### src/rtl/msrv32_lsu.sv
// msrv32 load/store unit: one data-memory access per op over a req/ack bus.
// Formats load data, replicates store lanes, flags misaligned/illegal/timeout.
module msrv32_lsu #(
    parameter int unsigned TIMEOUT_CYCLES = 255
) (
    input  logic        clk_in,
    input  logic        rst_n_in,
    input  logic        start_in,
    input  logic        is_load_in,
    input  logic [2:0]  funct3_in,
    input  logic [31:0] addr_in,
    input  logic [31:0] store_data_in,
    output logic        busy_out,
    output logic        done_out,
    output logic        fault_out,
    output logic [31:0] load_data_out,
    output logic        dmem_req_out,
    output logic        dmem_we_out,
    output logic [31:0] dmem_addr_out,
    output logic [31:0] dmem_wdata_out,
    output logic [3:0]  dmem_wstrb_out,
    input  logic        dmem_ack_in,
    input  logic [31:0] dmem_rdata_in
);

    typedef enum logic [1:0] {IDLE, REQ, RESP, FAULT} state_t;

    state_t      r_state, w_next;
    logic [15:0] r_cnt;
    logic        r_is_load;
    logic [2:0]  r_funct3;
    logic [1:0]  r_off;
    logic [31:0] r_addr, r_wdata, r_load_data;
    logic [3:0]  r_wstrb;

    logic        w_bad, w_timeout;
    logic [31:0] w_wdata, w_fmt;
    logic [3:0]  w_wstrb;
    logic [7:0]  w_byte;
    logic [15:0] w_half;

    always_comb begin
        w_bad = 1'b0;
        if (is_load_in)
            w_bad = (funct3_in == 3'b011) || (funct3_in[2:1] == 2'b11);
        else
            w_bad = (funct3_in >= 3'b011);
        if (funct3_in[1:0] == 2'b01 && addr_in[0])
            w_bad = 1'b1;
        if (funct3_in[1:0] == 2'b10 && addr_in[1:0] != 2'b00)
            w_bad = 1'b1;
    end

    always_comb begin
        w_wdata = store_data_in;
        w_wstrb = 4'b1111;
        unique case (funct3_in[1:0])
            2'b00: begin
                w_wdata = {4{store_data_in[7:0]}};
                w_wstrb = 4'b0001 << addr_in[1:0];
            end
            2'b01: begin
                w_wdata = {2{store_data_in[15:0]}};
                w_wstrb = 4'b0011 << addr_in[1:0];
            end
            default: ;
        endcase
        if (is_load_in)
            w_wstrb = 4'b0000;
    end

    assign w_byte = dmem_rdata_in[{r_off, 3'b000} +: 8];
    assign w_half = r_off[1] ? dmem_rdata_in[31:16] : dmem_rdata_in[15:0];

    always_comb begin
        w_fmt = dmem_rdata_in;
        unique case (r_funct3)
            3'b000:  w_fmt = {{24{w_byte[7]}}, w_byte};
            3'b100:  w_fmt = {24'b0, w_byte};
            3'b001:  w_fmt = {{16{w_half[15]}}, w_half};
            3'b101:  w_fmt = {16'b0, w_half};
            default: ;
        endcase
    end

    assign w_timeout = ({1'b0, r_cnt} + 17'd1) >= 17'(TIMEOUT_CYCLES);

    always_comb begin
        w_next = r_state;
        unique case (r_state)
            IDLE:
                if (start_in)
                    w_next = w_bad ? FAULT : REQ;
            REQ:
                if (dmem_ack_in)
                    w_next = RESP;
                else if (w_timeout)
                    w_next = FAULT;
            RESP:  w_next = IDLE;
            FAULT: w_next = IDLE;
            default: w_next = IDLE;
        endcase
    end

    always_ff @(posedge clk_in or negedge rst_n_in) begin
        if (!rst_n_in) begin
            r_state     <= IDLE;
            r_cnt       <= '0;
            r_is_load   <= 1'b0;
            r_funct3    <= '0;
            r_off       <= '0;
            r_addr      <= '0;
            r_wdata     <= '0;
            r_wstrb     <= '0;
            r_load_data <= '0;
        end else begin
            r_state <= w_next;
            if (r_state == IDLE && start_in) begin
                r_cnt     <= '0;
                r_is_load <= is_load_in;
                r_funct3  <= funct3_in;
                r_off     <= addr_in[1:0];
                r_addr    <= {addr_in[31:2], 2'b00};
                r_wdata   <= w_wdata;
                r_wstrb   <= w_wstrb;
            end else if (r_state == REQ && !dmem_ack_in) begin
                r_cnt <= r_cnt + 16'd1;
            end
            // Load result is captured on the ack edge, not in RESP.
            if (r_state == REQ && dmem_ack_in && r_is_load)
                r_load_data <= w_fmt;
        end
    end

    assign busy_out       = (r_state != IDLE);
    assign done_out       = (r_state == RESP);
    assign fault_out      = (r_state == FAULT);
    assign dmem_req_out   = (r_state == REQ);
    assign dmem_we_out    = (r_state == REQ) && !r_is_load;
    assign dmem_addr_out  = r_addr;
    assign dmem_wdata_out = r_wdata;
    assign dmem_wstrb_out = r_wstrb;
    assign load_data_out  = r_load_data;

endmodule

### config.mk
export PLATFORM = sky130hd
export DESIGN_NAME = msrv32_lsu
export DESIGN_NICKNAME = d
export VERILOG_FILES = /design/src/rtl/msrv32_lsu.sv
export SDC_FILE = /design/constraint.sdc
export NUM_CORES = 1
export LEC_CHECK = 0
export ABC_AREA = 1
export BUFFER_PORTS_ARGS = -buffer_cell sky130_fd_sc_hd__buf_2
export CAP_MARGIN = 10
export CELL_PAD_IN_SITES_DETAIL_PLACEMENT = 0
export CELL_PAD_IN_SITES_GLOBAL_PLACEMENT = 1
export CORE_ASPECT_RATIO = 2
export CORE_MARGIN = 2
export CORE_UTILIZATION = 35
export DETAILED_ROUTE_END_ITERATION = 8
export HOLD_SLACK_MARGIN = 0.1
export PLACE_DENSITY = 0.77
export SLEW_MARGIN = 10
export SYNTH_ARGS = -nofsm -noshare
export SYNTH_HDL_FRONTEND = slang
export SYNTH_SLANG_ARGS = --single-unit
### constraint.sdc
create_clock -name clk_in -period 2.1 [get_ports clk_in]
set_clock_uncertainty 0.1 [all_clocks]
set_input_delay 0.105 -clock clk_in [delete_from_list [all_inputs] [get_ports clk_in]]
set_output_delay 0.105 -clock clk_in [all_outputs]
set_load 0.01 [all_outputs]
* Yosys cells after proc, flatten, opt, wreduce, memory -nomap -nowiden
Index checks and enable logic that the tools add are counted.
Cells by class: muxes and demuxes 15, eq/ne operators 12, add/subtract/negate cells 2, multipliers 0, bitwise gates (word level) 0, order comparisons 2, shift operators 3, div/mod/pow operators 0, reductions and logical operators 18
Operators with widths (number):
- $pmux 32 s4 | 1
- $pmux 32 s2 | 1
- $mux 16 | 3
- $shiftx 32x6->8 | 1
- $add 16x1->17 const B | 1
- $ge 17x8->1 const B | 1
- $add 16x1->16 const B | 1
- $eq 2x2->1 const B | 4
- $mux 2 | 4
- $pmux 4 s2 | 1
- $logic_and 1x1->1 | 7
- $eq 3x3->1 const B | 2
- $pmux 2 s3 | 1
- $reduce_bool 2->1 | 3
- $eq 2x1->1 const B | 2
- $logic_not 2->1 | 2
- $mux 4 | 1
- $shl 1x2->4 const A | 1
- $shl 2x2->4 const A | 1
- $eq 3x1->1 const B | 1
- $eq 3x2->1 const B | 1
- $ge 3x2->1 const B | 1
- $logic_not 3->1 | 1
- $mux 1 | 3
- 6 further kinds | 7
Word-level totals: output and inout port bits 105, memories 0, bits in latches 0, memory bits (read-only) 0, input bits 104, logic and storage cells 61, bits in writable memories 0, register bits 122

* Depth between registers and ports, before layout
Gate-level depths: netlist of the first run.
word-level depth 8, mapped depth 12

* Worst setup path after synthesis of the first run
Ideal clock, no wire load.
kind reg-to-reg, start point register r_cnt[1], end point register r_state[1], setup slack 0.523 ns, arrival time 1.348 ns, library setup time 0.129 ns, buffers on the path 0, cell stages (with the launch flop) 13, cells stage by stage dfrtp_1 -> ha_1 -> nand2_1 -> nor2_1 -> nand2_1 -> inv_1 -> nand2_1 -> nand2_1 -> nand2_1 -> nor2_1 -> nand3_1 -> nand2_1 -> nor2_1
Between the ends: cells in the longest elaborated chain, start to end 4
RTL lines:
- start: declaration | line 29 | logic [15:0] r_cnt;
- start signal: assignment | line 127 | r_cnt <= r_cnt + 16'd1;
- $add 16x1->17 | line 86 | assign w_timeout = ({1'b0, r_cnt} + 17'd1) >= 17'(TIMEOUT_CYCLES);
- $ge 17x8->1 | line 86
- $ne 3x1->1 (no source line)
- $reduce_and 2->1 (no source line)
- end signal: assignment | line 117 | r_state <= w_next;
- end: declaration | line 28 | state_t r_state, w_next;
Every way passes these cells. A chain may end at the register's enable or synchronous reset.

* Worst setup path after layout of the first run
start point register r_state[0], end point register r_wdata[20] (netlist: dmem_wdata_out[20])
Between the ends: cells in the longest elaborated chain, start to end 2
RTL lines:
- $logic_not 2->1 | line 118 | if (r_state == IDLE && start_in) begin
- $logic_and 1x1->1 | line 118
- end signal: assignment | line 124 | r_wdata <= w_wdata;
- end: declaration | line 33 | logic [31:0] r_addr, r_wdata, r_load_data;
Every way passes these cells.

==> results of run 1 <==
stage by stage:
stage,utilization [%],setup WS (ns),total power (µW),instance area [µm²],std cells
after floorplan,-,0.523,6670,5900,761
after global placement,43.4,0.362,8470,7200,1159
after detailed placement,43.4,0.315,8560,7200,1159
after CTS,53.8,0.0118,11900,8930,1303
after global routing,54.2,0.0242,12700,9000,1305
final,54.2,0.155,11900,9000,1305
layer usage:
metal	global-route usage (%)	share of wire [%]	wire (µm)	up-vias
met5	0	0	0	-
met4	6.76	1.3	251	0
met3	5.50	7.4	1380	16
met2	34.5	48	9060	233
met1	27.7	43	8050	2902
li1	-	-	-	3074
layout make-up:
cell class | count | area, µm² | share of cell area, %
sequential | 122 | 3050 | 33.9
multi-input combinational | 529 | 2400 | 26.7
timing repair buffer | 339 | 2390 | 26.6
clock buffer | 21 | 460 | 5.12
inverter | 76 | 288 | 3.20
tap | 207 | 259 | 2.88
clock inverter | 11 | 145 | 1.61
cells in the final DEF, fill, tap and decap left out, drive strengths merged, types with 3 or more instances in the layout:
| cell | instances |
|---|---|
| nand2 | 277 |
| buf | 227 |
| dfrtp | 122 |
| dlygate4sd3 | 111 |
| inv | 76 |
| o21ai | 71 |
| nor2 | 59 |
| a21oi | 47 |
| o22ai | 27 |
| clkbuf | 22 |
| nand3 | 19 |
| nor3 | 5 |
| o31ai | 5 |
| clkinv | 5 |
| bufinv | 3 |
| clkinvlp | 3 |
power by group through the flow:
stage / clock network, µW / registers, µW / logic [µW]
finish: 2990 / 4060 / 4810
detailed placement: 0 / 4060 / 4500
CTS: 3060 / 4050 / 4740
floorplan: 0 / 4410 / 2260
global route: 3180 / 4180 / 5380
global placement: 0 / 4030 / 4430
sequential cells by signal, summed over array words and instances (netlist names):
signal / count
dmem_wstrb_out: 4
load_data_out: 32
r_is_load: 1
r_cnt: 16
r_funct3: 3
r_off: 2
dmem_addr_out: 30
dmem_wdata_out: 32
r_state: 2
logic make-up (layout without fill, tap and decap cells):
family          Yosys count  count (layout)  share of synthesized area, %
xor+xnor                  3               3                         0.446
compound gates          158             158                          15.0
simple gates            364             364                          24.4
flops                   122             122                          51.8
other cells               1               2                        0.0636
fa+ha+maj                 2               2                         0.424
buf+inv                 110             447                          7.81
path summary, 6_finish.rpt:
path | from | endpoint | slack (ns) | depth (start not counted)
hold reg to reg | dmem_addr_out[11] | dmem_addr_out[11] | 0.37 | 2
setup reg to reg | r_state[0] | dmem_wdata_out[20] | 0.16 | 8
hold / removal | funct3_in[1] | dmem_wdata_out[15] | 0.08 | 4
max in group asynchronous | rst_n_in | dmem_addr_out[16] | 1.18 | 3
setup / recovery | r_state[0] | dmem_wdata_out[20] | 0.16 | 8
min in group asynchronous | rst_n_in | r_cnt[0] | 0.10 | 2
worst register-to-register path, cell delays in order, from the launching register on:
cell	delay [ns]
dfrtp_2	0.43
nor2_2	0.11
inv_1	0.08
nor2_4	0.17
buf_12	0.13
buf_12	0.13
nor2_1	0.05
a21oi_1	0.12
dlygate4sd3_1	0.57
repair_timing:
item | CTS | global route
hold endpoints to repair | 227 | 0
buffers inserted | 0 | 2
hold buffers | 112 | 0
gates resized for setup | 0 | 10
setup endpoints to repair | 0 | 8
==> flow_summary.json, run 1 <==
{
  "yosysSeqAreaShare_pct": 51.8,
  "yosys-top-cells-area": "dfrtp_1 52%, nand2_1 18%, o21ai_0 5.5%",
  "crit_type": "reg -> reg",
  "wl_um": 18700,
  "cp_slowest_cell": "dlygate4sd3_1",
  "synth.most_common_cell": "nand2_1",
  "p_comb_share_pct": 40.5,
  "final_layout_size_suffix_gt1_share_pct": 25.1,
  "die-area_um2": 18000,
  "finalHoldViolCount": 0,
  "p_sw_share_pct": 38.4,
  "cts_buffer_depth": 2,
  "syn_area_per_cell_um2": 7.76,
  "rows": 67,
  "fillers": 1589,
  "start_util_pct": 35.5,
  "worstSetupStartpointType": "flop",
  "route.detailed.drc": 0,
  "arrival_ns": 2.19,
  "rsz0062_at_grt": "no",
  "slowest_delay_ns": 0.57,
  "clk_latency_ns": 0.41,
  "power.density_nw_per_um2": 1320,
  "crit_required_ns": 2.35,
  "ir_drop_v": 0.000820,
  "htree_levels": 4,
  "clkSlewWorstSetupHoldPaths_ns": 0.06,
  "fin_tns_setup_ns": 0,
  "slew_headroom_pct": 50.2,
  "synth_common_cells": "275 x nand2_1, 122 x dfrtp_1, 74 x inv_1, 65 x o21ai_0, 55 x nor2_1",
  "die_width_um": 95.8,
  "vias": 6225,
  "grt_usage_pct": 21.3,
  "drt_iter0_drc": 203,
  "fin_crit_sh_pct": 92.6,
  "synth_cell_types": 37,
  "antenna_found_initial": 0,
  "whs_ns": 0.0822,
  "core_um2": 16600,
  "maxCapViolCount": 0,
  "slew_violations": 0,
  "worstPathCellList": "nor2_2 > inv_1 > nor2_4 > buf_12 > buf_12 > nor2_1 > a21oi_1 > dlygate4sd3_1",
  "place_hpwl_um": 13000,
  "ios": 209,
  "fin_crit_ns": 1.94,
  "pwr-share-clk_pct": 25.2,
  "grt_pass1_wl_um": 30200,
  "crit_family": "buffers and inverters",
  "hold_class": "in -> reg",
  "worst_pin_slew_ns": 0.747,
  "first_pass_iters": 5,
  "cts_buffers": 17,
  "intPower_uw": 7310,
  "yosysTopAreaCell": "dfrtp_1",
  "synth_ff_type": "dfrtp_1",
  "synth-edff-count": 0,
  "crit_top_cell": "buf_12",
  "p_seq_share_pct": 34.2,
  "path_max_fanout": 14,
  "wl_per_cell_um": 14.4,
  "power_leakage_uw": 0.00458,
  "outcome": "finished, final reports clean",
  "grt_pass1_vias": 6252,
  "netlist_instances": 760,
  "diodes": 0,
  "viasPerCell": 4.77,
  "cp_num_buf_inv": 4,
  "syn2layout_area_growth_pct": 52.7,
  "grt_max_degree": 41,
  "port_buffers": 206,
  "synth.top_cell.area_share_pct": 51.8,
  "tritoncts": "built",
  "place.gp.congestion": 0.864,
  "fmax_mhz": 514,
  "fp.dieH_um": 188,
  "ys_ff_latch": 122,
  "nets": 1191,
  "synthArstFlopShare_pct": 100,
  "cp-end-kind": "flop",
  "yosysWarnings": 0,
  "numClockSinks": 122,
  "synthesis.area_um2": 5890,
  "setup_viol": 0,
  "grt_overflow_total": 0,
  "ant_nets": 0,
  "p_switching_uw": 4550,
  "root_buffer": "clkbuf_16"
}
No activity file was read; power rests on OpenSTA's default activity.
==> run 2: changes to the inputs <==
--- a/config.mk
+++ b/config.mk
@@ -5,17 +5,16 @@
 export SDC_FILE = /design/constraint.sdc
 export NUM_CORES = 1
 export LEC_CHECK = 0
-export ABC_AREA = 1
 export BUFFER_PORTS_ARGS = -buffer_cell sky130_fd_sc_hd__buf_2
 export CAP_MARGIN = 10
 export CELL_PAD_IN_SITES_DETAIL_PLACEMENT = 0
 export CELL_PAD_IN_SITES_GLOBAL_PLACEMENT = 1
 export CORE_ASPECT_RATIO = 2
 export CORE_MARGIN = 2
-export CORE_UTILIZATION = 35
+export CORE_UTILIZATION = 36
 export DETAILED_ROUTE_END_ITERATION = 8
 export HOLD_SLACK_MARGIN = 0.1
-export PLACE_DENSITY = 0.77
+export PLACE_DENSITY = 0.78
 export SLEW_MARGIN = 10
 export SYNTH_ARGS = -nofsm -noshare
 export SYNTH_HDL_FRONTEND = slang
==> flow_summary.json, run 2 <==
{
  "outcome": "finished, final reports clean",
  "fin_crit_sh_pct": 91.1,
  "worst_pin_slew_ns": 0.833,
  "final_layout_size_suffix_gt1_share_pct": 27.5,
  "p_switching_uw": 4370,
  "die-area_um2": 17300,
  "start_util_pct": 36.8,
  "path_max_fanout": 7,
  "clkSlewWorstSetupHoldPaths_ns": 0.06,
  "place_hpwl_um": 13100,
  "ys_ff_latch": 122,
  "synthesis.area_um2": 5840,
  "root_buffer": "clkbuf_16",
  "synth_cell_types": 47,
  "intPower_uw": 7010,
  "ir_drop_v": 0.000749,
  "fin_cells": 1200,
  "hold_class": "in -> reg",
  "finalHoldViolCount": 0,
  "synth.most_common_cell": "nand2_1",
  "whs_ns": 0.148,
  "setup_viol": 0,
  "drt_iter0_drc": 255,
  "htree_levels": 4,
  "viasPerCell": 4.94,
  "final_cell_mix": "205 x buf_2, 203 x nand2_1, 122 x dfrtp_1, 110 x dlygate4sd3_1, 59 x o21ai_0",
  "synth_common_cells": "203 x nand2_1, 122 x dfrtp_1, 59 x o21ai_0, 56 x nor2_1, 49 x a21oi_1",
  "worstSetupStartpointType": "flop",
  "cp-end-kind": "flop",
  "fp.dieH_um": 184,
  "synthArstFlopShare_pct": 100,
  "yosysSeqAreaShare_pct": 52.3,
  "power_leakage_uw": 0.00446,
  "ant_nets": 0,
  "wl_um": 19400,
  "ios": 209,
  "p_seq_share_pct": 34.9,
  "cts_setup_buffers": 0,
  "fin_crit_ns": 1.91,
  "crit_type": "reg -> reg",
  "grt_overflow_total": 0,
  "syn_area_per_cell_um2": 8.70,
  "wl_per_cell_um": 16.2,
  "reg2reg_slack_ns": 0.19,
  "synth-edff-count": 0,
  "synth_ff_type": "dfrtp_1",
  "fmax_mhz": 522,
  "cts_buffer_depth": 2,
  "place_inst": 1057,
  "grt_pass1_wl_um": 30400,
  "yosysWarnings": 0,
  "power.density_nw_per_um2": 1280,
  "first_pass_iters": 4,
  "maxCapViolCount": 0,
  "grt_usage_pct": 22.7,
  "numClockSinks": 122,
  "yosysTopAreaCell": "dfrtp_1",
  "port_buffers": 206,
  "crit_required_ns": 2.28,
  "fin_util_pct": 55.9,
  "slew_headroom_pct": 44.3,
  "nets": 1091,
  "pre_cts_ws_ns": 0.188,
  "tritoncts": "built",
  "antenna_found_initial": 0,
  "pwr-share-clk_pct": 25.3,
  "yosys-top-cells-area": "dfrtp_1 52%, nand2_1 13%, o21ai_0 5.1%",
  "core_um2": 15900,
  "synth.top_cell.area_share_pct": 52.3,
  "rsz0062_at_grt": "no",
  "route.detailed.drc": 0,
  "postLayoutSetupSlackWorst_ns": 0.186,
  "grt_max_degree": 75,
  "p_comb_share_pct": 39.9,
  "rows": 65,
  "slew_violations": 0,
  "clk_latency_ns": 0.41,
  "grt_pass1_vias": 6098,
  "vias": 5926,
  "cts_buffers": 17,
  "syn2layout_area_growth_pct": 51.9,
  "netlist_instances": 671,
  "fin_tns_setup_ns": 0,
  "mostFrequentLayoutCell": "buf_2",
  "die_width_um": 94.1,
  "arrival_ns": 2.10,
  "place.gp.congestion": 0.853,
  "p_sw_share_pct": 38.4
}
## run 2: routing by layer
layer / up-vias / routed length [µm] / track usage, %
li1: 2882 / - / -
met1: 2831 / 7430 / 24.8
met2: 175 / 10700 / 42.2
met3: 38 / 695 / 3.72
met4: 0 / 573 / 9.57
met5: - / 0 / 0
## run 2: critical path, cell delays in order, from the launching register on
cell,delay [ns]
dfrtp_1,0.48
or3b_2,0.58
nor2_1,0.23
o41ai_1,0.14
a21oi_1,0.16
a31oi_1,0.11
## run 2: worst paths after layout
| kind | from | end | cells past startpoint |
|---|---|---|---|
| worst max register to register | r_state[0] | r_state[1] | 5 |
| worst min-delay path | start_in | r_state[0] | 5 |
| min in group asynchronous | rst_n_in | dmem_wdata_out[3] | 3 |
| worst min register to register | dmem_addr_out[26] | dmem_addr_out[26] | 2 |
| max in group asynchronous | rst_n_in | dmem_wdata_out[4] | 3 |
| worst max-delay path | r_state[0] | r_state[1] | 5 |
## run 2: repair_timing
action | in CTS | in global routing
resized for setup | 0 | 1
endpoints found under the hold margin | 227 | 0
endpoints found under the setup margin | 0 | 1
hold buffers | 110 | 0
## run 2: cell families after synthesis
logic type	Yosys count	synth area share, %
and+or+nand+nor	302	21.7
AOI/OAI and AO/OA	157	15.6
DFF	122	52.3
buffers and inverters	53	3.71
muxes	31	5.76
xor gates and xnor gates	3	0.450
adders and majority gates	2	0.428
other	1	0.0642
## run 2: per-stage QoR
stage	instance area [µm²]	power (µW)
global route	8870	12200
finish	8870	11400
CTS	8860	11500
floorplan	5840	6400
detailed placement	7180	8370
global placement	7180	8300
## run 2: power groups by stage
| stage | combinational (µW) | clock (µW) | sequential [µW] |
|---|---|---|---|
| final | 4540 | 2880 | 3970 |
| after global routing | 5030 | 3040 | 4100 |
| after CTS | 4570 | 2950 | 3970 |
| after detailed placement | 4380 | 0 | 3990 |
| after global placement | 4350 | 0 | 3950 |
| after floorplan | 2050 | 0 | 4350 |
## run 2: cell type report
type	count	area (µm²)
fillers	1451	6990
flip-flops and latches	122	3050
multi-input cells	497	2590
repair buffers	338	2360
clock buffers	20	457
well taps	201	251
clock inverters	12	124
inverters	9	33.8
diodes	1	2.50
